**src/rtl/rom_read_arbiter.sv**
```systemverilog
// Shares one asynchronous ROM read port between NUM_REQ requesters: arbitrate, one access cycle, registered response.
// Define ROM_ARB_FIXED_PRIO_EN for fixed priority (lowest index wins); default is round-robin.
module rom_read_arbiter #(
    parameter int NUM_REQ    = 3,
    parameter int WIDTH      = 32,
    parameter int ADDR_WIDTH = 10
) (
    input  logic                          clk,
    input  logic                          rst_n,
    input  logic [NUM_REQ-1:0]            req,
    input  logic [NUM_REQ*ADDR_WIDTH-1:0] req_addr,
    output logic [NUM_REQ-1:0]            ack,
    output logic [WIDTH-1:0]              rdata,
    output logic                          busy,
    output logic                          rom_rd_en,
    output logic [ADDR_WIDTH-1:0]         rom_addr,
    input  logic [WIDTH-1:0]              rom_rd_data
);

    localparam int IDX_W = (NUM_REQ > 1) ? $clog2(NUM_REQ) : 1;
    localparam logic [IDX_W-1:0] LAST_IDX = IDX_W'(NUM_REQ - 1);

    typedef enum logic [1:0] {
        IDLE   = 2'd0,
        ACCESS = 2'd1,
        RESP   = 2'd2
    } state_t;

    state_t                  state_q, state_d;
    logic [IDX_W-1:0]        sel_q, sel_d;
    logic [ADDR_WIDTH-1:0]   addr_q, addr_d;
    logic [IDX_W-1:0]        rr_ptr;
    logic [IDX_W-1:0]        win_idx;
    logic [IDX_W-1:0]        scan_idx;
    logic                    win_found;

    // Wraps at NUM_REQ-1 so non-power-of-two requester counts never visit unused indices.
    function automatic logic [IDX_W-1:0] wrap_inc(input logic [IDX_W-1:0] idx);
        return (idx == LAST_IDX) ? '0 : idx + 1'b1;
    endfunction

`ifdef ROM_ARB_FIXED_PRIO_EN
    assign rr_ptr = '0;
`else
    always_ff @(posedge clk or negedge rst_n) begin
        if (!rst_n) begin
            rr_ptr <= '0;
        end else if (state_q == RESP) begin
            rr_ptr <= wrap_inc(sel_q);
        end
    end
`endif

    always_comb begin
        // NOTE: every variable driven here gets a default first, otherwise paths that skip an assignment infer a latch.
        win_idx   = '0;
        win_found = 1'b0;
        scan_idx  = rr_ptr;
        for (int k = 0; k < NUM_REQ; k++) begin
            if (!win_found && req[scan_idx]) begin
                win_idx   = scan_idx;
                win_found = 1'b1;
            end
            scan_idx = wrap_inc(scan_idx);
        end
    end

    always_comb begin
        state_d = state_q;
        sel_d   = sel_q;
        addr_d  = addr_q;
        unique case (state_q)
            IDLE: begin
                if (win_found) begin
                    sel_d   = win_idx;
                    addr_d  = req_addr[int'(win_idx)*ADDR_WIDTH +: ADDR_WIDTH];
                    state_d = ACCESS;
                end
            end
            ACCESS:  state_d = RESP;
            RESP:    state_d = IDLE;
            default: state_d = IDLE;
        endcase
    end

    always_ff @(posedge clk or negedge rst_n) begin
        // NOTE: state registers use non-blocking assignments so every flop samples pre-edge values.
        if (!rst_n) begin
            state_q <= IDLE;
            sel_q   <= '0;
            addr_q  <= '0;
            rdata   <= '0;
        end else begin
            state_q <= state_d;
            sel_q   <= sel_d;
            addr_q  <= addr_d;
            if (state_q == ACCESS) begin
                rdata <= rom_rd_data;
            end
        end
    end

    always_comb begin
        ack       = '0;
        rom_rd_en = 1'b0;
        rom_addr  = '0;
        busy      = (state_q != IDLE);
        if (state_q == ACCESS) begin
            rom_rd_en = 1'b1;
            rom_addr  = addr_q;
        end
        if (state_q == RESP) begin
            ack[sel_q] = 1'b1;
        end
    end

endmodule

```
**config.mk**
```make
export PLATFORM = sky130hd
export DESIGN_NAME = rom_read_arbiter
export DESIGN_NICKNAME = d
export VERILOG_FILES = /design/src/rtl/rom_read_arbiter.sv
export SDC_FILE = /design/constraint.sdc
export NUM_CORES = 1
export LEC_CHECK = 0
export CELL_PAD_IN_SITES_DETAIL_PLACEMENT = 0
export CELL_PAD_IN_SITES_GLOBAL_PLACEMENT = 1
export CORE_ASPECT_RATIO = 1.2
export CORE_UTILIZATION = 30
export DETAILED_ROUTE_END_ITERATION = 12
export PLACE_DENSITY = 0.87
export SETUP_SLACK_MARGIN = 0.02
export SYNTH_ARGS = -nofsm -noshare
export SYNTH_HDL_FRONTEND = slang
export SYNTH_SLANG_ARGS = --single-unit
```
**constraint.sdc**
```tcl
create_clock -name clk -period 1.9 [get_ports clk]
set_clock_uncertainty 0.1 [all_clocks]
set_input_delay 0.57 -clock clk [delete_from_list [all_inputs] [get_ports clk]]
set_output_delay 0.57 -clock clk [all_outputs]
set_load 0.01 [all_outputs]
```
**Word level (Yosys, flattened, before mapping)**

Index checks and enable logic that the tools add are counted.

- Divide/modulo/power cells: 0
- Order comparisons: 5
- Multiply operators: 1
- Bitwise gates (word level): 0
- Multiplexer cells: 22
- $add $sub $neg: 3
- Reduce and logical (&&, ||, !) cells: 8
- Shift-type cells: 1
- Equal/unequal tests: 6

Operator list:

| cell | count |
|---|---|
| $shiftx A30 B7 Y10 | 1 |
| $mux W2 | 7 |
| $lt A2 B3 Y1 const B | 4 |
| $mux W10 | 1 |
| $eq A2 B2 Y1 const B | 4 |
| $mux W1 | 8 |
| $add A2 B1 Y2 const B | 3 |
| $bmux W1 S2 | 3 |
| $mul A2 B3 Y5 const B | 1 |
| $pmux W2 S2 | 1 |
| $logic_and A1 B1 Y1 | 3 |
| $mux W3 | 1 |
| $demux W1 S2 | 1 |
| $eq A2 B1 Y1 const B | 1 |
| $ge A2 B1 Y1 const B | 1 |
| $logic_not A1 Y1 | 2 |
| $logic_not A2 Y1 | 1 |
| $ne A2 B2 Y1 const B | 1 |
| $reduce_and A2 Y1 | 1 |
| $reduce_bool A2 Y1 | 1 |

- Register bits: 48
- Memory bits (read-only): 0
- Memories: 0
- Bits in writable memories: 0
- Output and inout bits: 47
- Latch bits: 0

**Longest topological paths before layout**

Gate-level depths: netlist of run 1.

- Depth after elaboration: 11
- Mapped depth: 7

**Least setup slack after synthesis of run 1**

No wires, ideal clock.

- Path kind: reg-to-output
- From: register state_q[1]
- To: output rom_addr[0]
- Setup slack: 0.129 ns
- Path buffers: 2
- Required time: 1.230 ns
- Arrival time: 1.101 ns
- Stages on the path, launching flop included: 5
- Cell sequence: dfrtp_1 -> nor2b_1 -> buf_2 -> clkbuf_1 -> and2_1

- Cells in the longest elaborated chain, start to end: 2

RTL lines:

| what | RTL line | text |
|---|---|---|
| start, declared | 29 | `state_t state_q, state_d;` |
| start signal, assigned | 94 | `state_q <= state_d;` |
| $eq A2 B1 Y1 | 108 | `if (state_q == ACCESS) begin` |
| $mux W10 | 108 |  |
| end, declared | 16 | `output logic [ADDR_WIDTH-1:0] rom_addr,` |

Every way passes these cells.

**Worst setup path in the final report of run 1**

- From: register state_q[1]
- To: output ack[0]

- Cells in the longest elaborated chain, start to end: 2

RTL lines:

| what | RTL line | text |
|---|---|---|
| $eq A2 B2 Y1 | 112 | `if (state_q == RESP) begin` |
| $mux W3 | 112 |  |
| end, declared | 12 | `output logic [NUM_REQ-1:0] ack,` |

Every way passes these cells.

==> key figures, run 1 <==
Clocking
  • Clock tree root driver cell: clkbuf_8
  • Cts-stage hold buffer count: 0
  • Clock latency on the worst-skew pair: 0.29 ns
  • Clock-pin slew on the worst setup and hold paths: 0.08 ns
  • H-tree levels: 2
  • Clock Sinks: 48
  • Num CTS Buffers: 5
  • Clk buf depth: 2
  • TritonCTS clock tree: yes

Drt
  • Via count: 1886
  • Via count normalized by instance count: 4.668
  • Final ANT Viol Nets: 0
  • Iter 0 DRT Violations: 46
  • First-pass DRT Iterations: 4
  • DRC viols: 0
  • Avg WL per Cell: 14.22 um
  • Wirelength, routed: 5745 um

Synth
  • Post-synth EDFFs: 0
  • Synth Area per Inst: 12.55 sq um
  • Count leader, synth: dfrtp_1
  • Post-synthesis cell count: 183
  • Cell Area, Synth: 0.002297 sq mm
  • Area leader, netlist: dfrtp_1
  • Yosys cell types: 31
  • Mapped Nets: 250
  • Synth Warn #: 0
  • List of most frequent post-synthesis cells: 48 x dfrtp_1, 32 x mux2_2, 13 x nand2_1
  • Synth top area cells: dfrtp_1 52%, mux2_2 16%, o31ai_2 5.4%, and2_1 2.7%, o22ai_2 2.7%
  • #FFs+latches synth: 48
  • Async set-reset flop share out of synthesis: 100.0%
  • Register area share after synthesis: 52.29%
  • Primary FF master, synth: dfrtp_1
  • Synth top area share: 52.29%

Finish
  • Area Overhead vs Synth: 66.61%
  • Fin util: 52.31%
  • Fill cell count: 669
  • Nets: 381
  • Share of post-route cells with drive strength above 1: 35.35%
  • Number of diodes: 0

Pwr
  • Peak VDD IR: 0.0006397 V
  • Net switching power: 1.815 mW
  • Leakage: 1.861 nW
  • Clock power frac: 15.1%
  • Comb power frac: 51.8%
  • Cell Pwr Density: 1450 mW/mm^2
  • Seq pwr share: 33.0%
  • Net Sw Frac: 32.70%
  • Internal power: 3.736 mW

Global route
  • Overflow left after global routing: 0
  • Initial antenna violation count: 0
  • First-pass GRT wire length: 9397 um
  • Vias in the first global route: 1995
  • GRT Total Usage: 15.05%
  • Largest net degree at the start of global routing: 33

STA
  • Slew Limit Fails: 0
  • Tmin final: 1.942 ns
  • Fin Hold WS: 0.1009 ns
  • Final hold vios: 0
  • PnR worst setup slack: -0.04198 ns
  • Setup-failing EPs final: 12
  • Slew HR: 72.08%
  • Worst Tran Pin Value: 0.4188 ns
  • Tcrit/Tclk final: 102.2%
  • Fmax: 0.5149 GHz
  • RSZ-0062 raised after global routing: yes

Worst setup path
  • Crit-path cells: buf_6 -> nand2b_4 -> nor3_2 -> buf_2
  • CP Launch Type: register
  • Max stage delay cell, worst path: dfrtp_1
  • Worst setup path start: state_q[1]
  • Crit path DAT: 1.27 ns
  • Crit path max fanout: 4
  • Critical path class: reg -> out
  • Critical Path RT: 1.23 ns
  • Critical R2R Launch: state_q[1]
  • Max incr delay on CP: 0.42 ns
  • Crit end category: output pin

Die
  • Starting Density: 31.40%
  • Io pins: 114
  • CORE AREA: 0.007317 sq mm
  • Die area: 0.008012 sq mm
  • Die height: 97.86 um
  • Row cnt: 34
  • DIE WIDTH: 81.88 um

Place
  • DPL Wire Length: 4381 um
  • Port bufs: 113
  • Routability cong.: 0.7375

Run status
  • Status: finished, violations left
  • Failing checks: setup timing

Worst hold path
  • Hold crit path type: in -> async

Run
  • Maxcap violations: 0
==> logic make-up (layout without fill, tap and decap cells) <==
group           count (synthesis)  count (layout)  share of synthesized area (%)
buf+inv                        13             144                          3.595
mux                            32              32                          15.69
compound gates                 38              38                          16.45
flops                          48              48                          52.29
simple gates                   52              52                          11.98
==> cell type report <==
class	count	area, sq um	share of cell area (%)
Timing Repair Buffer	135	1315	34.36
Sequential cell	48	1201	31.38
Multi-Input combinational cell	122	1062	27.75
Tap cell	90	112.6	2.942
Clock buffer	5	68.82	1.798
Clock inverter	2	60.06	1.569
Inverter	2	7.507	0.1961
==> metal layers <==
| metal | track usage [%] | up-vias | wire length, um |
|---|---|---|---|
| met5 | 0 | - | 0 |
| met1 | 17.75 | 910 | 2309 |
| li1 | - | 910 | - |
| met3 | 3.364 | 5 | 401 |
| met4 | 3.644 | 0 | 57 |
| met2 | 26.89 | 61 | 2978 |
==> repair_timing <==
action,4_1_cts,5_1_grt
resized for setup,75,31
buffers inserted,4,0
endpoints found under the setup margin,29,49
pin swaps,11,4
endpoints found under the hold margin,0,0
==> power by group through the flow <==
| stage | logic (mW) | registers (mW) | clock network, mW |
|---|---|---|---|
| floorplan | 1.44 | 1.97 | 0 |
| global placement | 2.98 | 1.83 | 0 |
| detailed placement | 3.03 | 1.87 | 0 |
| CTS | 2.99 | 1.85 | 0.857 |
| global route | 3.13 | 1.91 | 0.912 |
| finish | 2.88 | 1.83 | 0.840 |
==> critical path: cells and delay by family, from the launching register on <==
family | cells | cell delay (ns)
flops | 1 | 0.42
buf+inv | 2 | 0.29
simple gates | 2 | 0.26
==> path summary, 6_finish.rpt <==
kind | end | slack, ns | depth (start not counted)
setup / recovery | ack[0] | -0.04 | 4
hold / removal | addr_q[8] | 0.10 | 1
setup reg to reg | addr_q[7] | 0.20 | 5
hold reg to reg | addr_q[8] | 0.39 | 2
max in group asynchronous | rdata[28] | 1.10 | 2
min in group clk | addr_q[8] | 0.39 | 2
==> per-stage QoR <==
stage / std cells / TNS [ns] / setup WS [ns] / total power, mW / cell area, sq um
2_1_floorplan: 183 / 0 / 0.1290 / 3.409 / 2297
3_3_place_gp: 394 / -5.003 / -0.3048 / 4.813 / 3636
3_5_place_dp: 394 / -5.623 / -0.3410 / 4.903 / 3636
4_1_cts: 404 / -0.2729 / -0.05047 / 5.695 / 3742
5_1_grt: 404 / -1.268 / -0.1118 / 5.950 / 3827
6_report: 404 / -0.2188 / -0.04198 / 5.551 / 3827
==> registers in the layout, summed over array words and instances (netlist names) <==
signal and flops:
sel_q 2, rr_ptr 2, state_q 2, addr_q 10, rdata 32
==> cells in the final DEF (no fill, tap or decap), types with 4 or more instances in the layout <==
cell | synthesis | layout
nand2_1 | 13 | 13
mux2_2 | 32 | 32
clkdlybuf4s50_1 | 0 | 64
dlygate4sd2_1 | 0 | 6
buf_2 | 6 | 15
clkbuf_8 | 0 | 5
dlymetal6s2s_1 | 0 | 27
dfrtp_1 | 48 | 48
and2_1 | 10 | 9
nor2_1 | 11 | 11
a221oi_2 | 4 | 4
o31ai_2 | 10 | 10
a21oi_1 | 5 | 5
buf_4 | 1 | 18
o22ai_2 | 5 | 5
Power figures use the tool's default switching activity.
==> run 2, diff against run 1 <==
Settings changed: CAP_MARGIN set to 20, SETUP_SLACK_MARGIN 0.02 to unset, SLEW_MARGIN set to 30.
==> key figures, run 2 (synthesized netlist as in run 1, its figures left out) <==
Run status
  • Status: finished, violations left
  • Failing checks: setup timing

Finish
  • Most frequent cells in the layout: 81 x clkdlybuf4s50_1, 48 x dfrtp_1, 32 x mux2_2, 18 x buf_4
  • Number of diodes: 0 (unchanged)
  • Share of post-route cells with drive strength above 1: 35.35% (unchanged)
  • Area Overhead vs Synth: 65.58%
  • Largest register FFs: 32 (unchanged)
  • Fin util: 51.98% (-0.32 points)
  • Most common cell after layout, fill and taps aside: clkdlybuf4s50_1
  • Non-Filler Instances: 404 (unchanged)
  • Reg with most FFs: rdata
  • Fill cell count: 666 (-0.45%)
  • Nets: 381 (unchanged)
  • Largest regs: rdata (32), addr_q (10)

STA
  • Slew Limit Fails: 0 (unchanged)
  • Tmin final: 1.942 ns (+0.0004143 ns)
  • Worst Tran Pin Value: 0.4188 ns (-0.00004554 ns)
  • Tcrit/Tclk final: 102.2% (about the same)
  • Setup-failing EPs final: 12 (unchanged)
  • PnR worst setup slack: -0.04239 ns (-0.0004143 ns)
  • Final hold vios: 0 (unchanged)
  • RSZ-0062 raised after global routing: yes
  • Fmax: 0.5148 GHz (about the same)
  • Slew HR: 72.08% (about the same)

Clocking
  • TritonCTS clock tree: yes
  • Clk buf depth: 2 (unchanged)
  • H-tree levels: 2 (unchanged)
  • Clock tree root driver cell: clkbuf_8
  • Cts-stage hold buffer count: 0 (unchanged)
  • Clock Sinks: 48 (unchanged)
  • Clock-pin slew on the worst setup and hold paths: 0.08 ns (about the same)
  • Clock latency on the worst-skew pair: 0.29 ns (about the same)
  • Num CTS Buffers: 5 (unchanged)

Drt
  • First-pass DRT Iterations: 4 (unchanged)
  • Via count normalized by instance count: 4.658 (-0.21%)
  • Avg WL per Cell: 14.12 um (-0.68%)
  • DRC viols: 0 (unchanged)
  • Via count: 1882 (-0.21%)
  • Iter 0 DRT Violations: 54 (+17%)
  • Wirelength, routed: 5706 um (-0.68%)
  • Final ANT Viol Nets: 0 (unchanged)

Worst setup path
  • Crit path DAT: 1.27 ns (about the same)
  • Crit path max fanout: 4 (unchanged)
  • Critical R2R Launch: state_q[1]
  • R2r endpoint: addr_q[7]
  • Critical path class: reg -> out
  • Crit end category: output pin
  • R2R Setup Slk: 0.19 ns (about the same)
  • CP Launch Type: register
  • Reg2Reg Depth: 5 (unchanged)
  • Critical Path RT: 1.23 ns (about the same)

Global route
  • First-pass GRT wire length: 9397 um (unchanged)
  • Vias in the first global route: 1997 (+0.10%)
  • Largest net degree at the start of global routing: 33 (unchanged)
  • Overflow left after global routing: 0 (unchanged)
  • Initial antenna violation count: 0 (unchanged)
  • GRT Total Usage: 15.05% (unchanged)

Die
  • Die area: 0.008012 sq mm (unchanged)
  • DIE WIDTH: 81.88 um (unchanged)
  • Io pins: 114 (unchanged)
  • Starting Density: 31.40% (unchanged)
  • Row cnt: 34 (unchanged)
  • Die height: 97.86 um (unchanged)
  • CORE AREA: 0.007317 sq mm (unchanged)

Run
  • Maxcap violations: 0 (unchanged)

Pwr
  • Leakage: 1.743 nW (-6.3%)
  • Cell Pwr Density: 1481 mW/mm^2 (+2.1%)
  • Pwr Total: 5.632 mW (+1.5%)
  • Peak VDD IR: 0.0006972 V (+9.0%)

Place
  • DPL Wire Length: 4381 um (unchanged)
  • Placed instance count: 394 (unchanged)
  • Port bufs: 113 (unchanged)
  • Routability cong.: 0.7375 (unchanged)

Worst hold path
  • Hold crit path type: in -> async
==> run 2: critical path, stage by stage, from the launching register on <==
cell      delay (ns)
dfrtp_1         0.42
buf_6           0.13
nand2b_4        0.07
nor3_2          0.19
buf_2           0.16
==> run 2: routing by layer <==
metal / vias up / global-route usage (%) / share of wire [%]
met5: - / 0 / 0
met4: 0 / 3.644 / 1.0
met3: 5 / 3.364 / 6.7
met2: 63 / 26.89 / 52
met1: 906 / 17.75 / 40
li1: 908 / - / -
==> run 2: metrics by stage <==
step	TNS, ns	instance area, sq um	setup WS, ns	hold slack [ns]
6_report	-0.2228	3804	-0.04239	0.1012
5_1_grt	-1.286	3804	-0.1118	0.1215
4_1_cts	-0.2772	3755	-0.05047	0.1068
3_5_place_dp	-5.623	3636	-0.3410	0.3727
3_3_place_gp	-5.003	3636	-0.3048	0.3607
2_1_floorplan	0	2297	0.1290	0.1744
==> run 2: what timing repair did <==
action	CTS	global route
buffers inserted	4	0
gates resized for setup	69	20
setup endpoints to repair	23	38
pin swaps	11	4
==> run 2: layout make-up <==
type | count | area, sq um | share of cell area, %
Clock buffer | 5 | 68.82 | 1.809
Clock inverter | 2 | 60.06 | 1.579
Inverter | 2 | 7.507 | 0.1974
Multi-Input combinational cell | 122 | 1062 | 27.93
Sequential cell | 48 | 1201 | 31.58
Tap cell | 90 | 112.6 | 2.961
Timing Repair Buffer | 135 | 1291 | 33.95
==> run 2: worst max path at each step <==
stage	from	to	slack, ns	depth (start not counted)
finish	state_q[1]	ack[0]	-0.04	4
detailed placement	req[1]	addr_q[6]	-0.34	6
global placement	req[1]	addr_q[0]	-0.30	6
floorplan	state_q[1]	rom_addr[0]	0.13	4
global route	state_q[1]	ack[0]	-0.11	4
CTS	state_q[1]	ack[1]	-0.05	4
==> run 2: power by group <==
| part | internal (mW) | switching (mW) |
|---|---|---|
| Sequential | 1.55 | 0.298 |
| Clock | 0.518 | 0.323 |
| Combinational | 1.75 | 1.20 |
| Total | 3.81 | 1.82 |
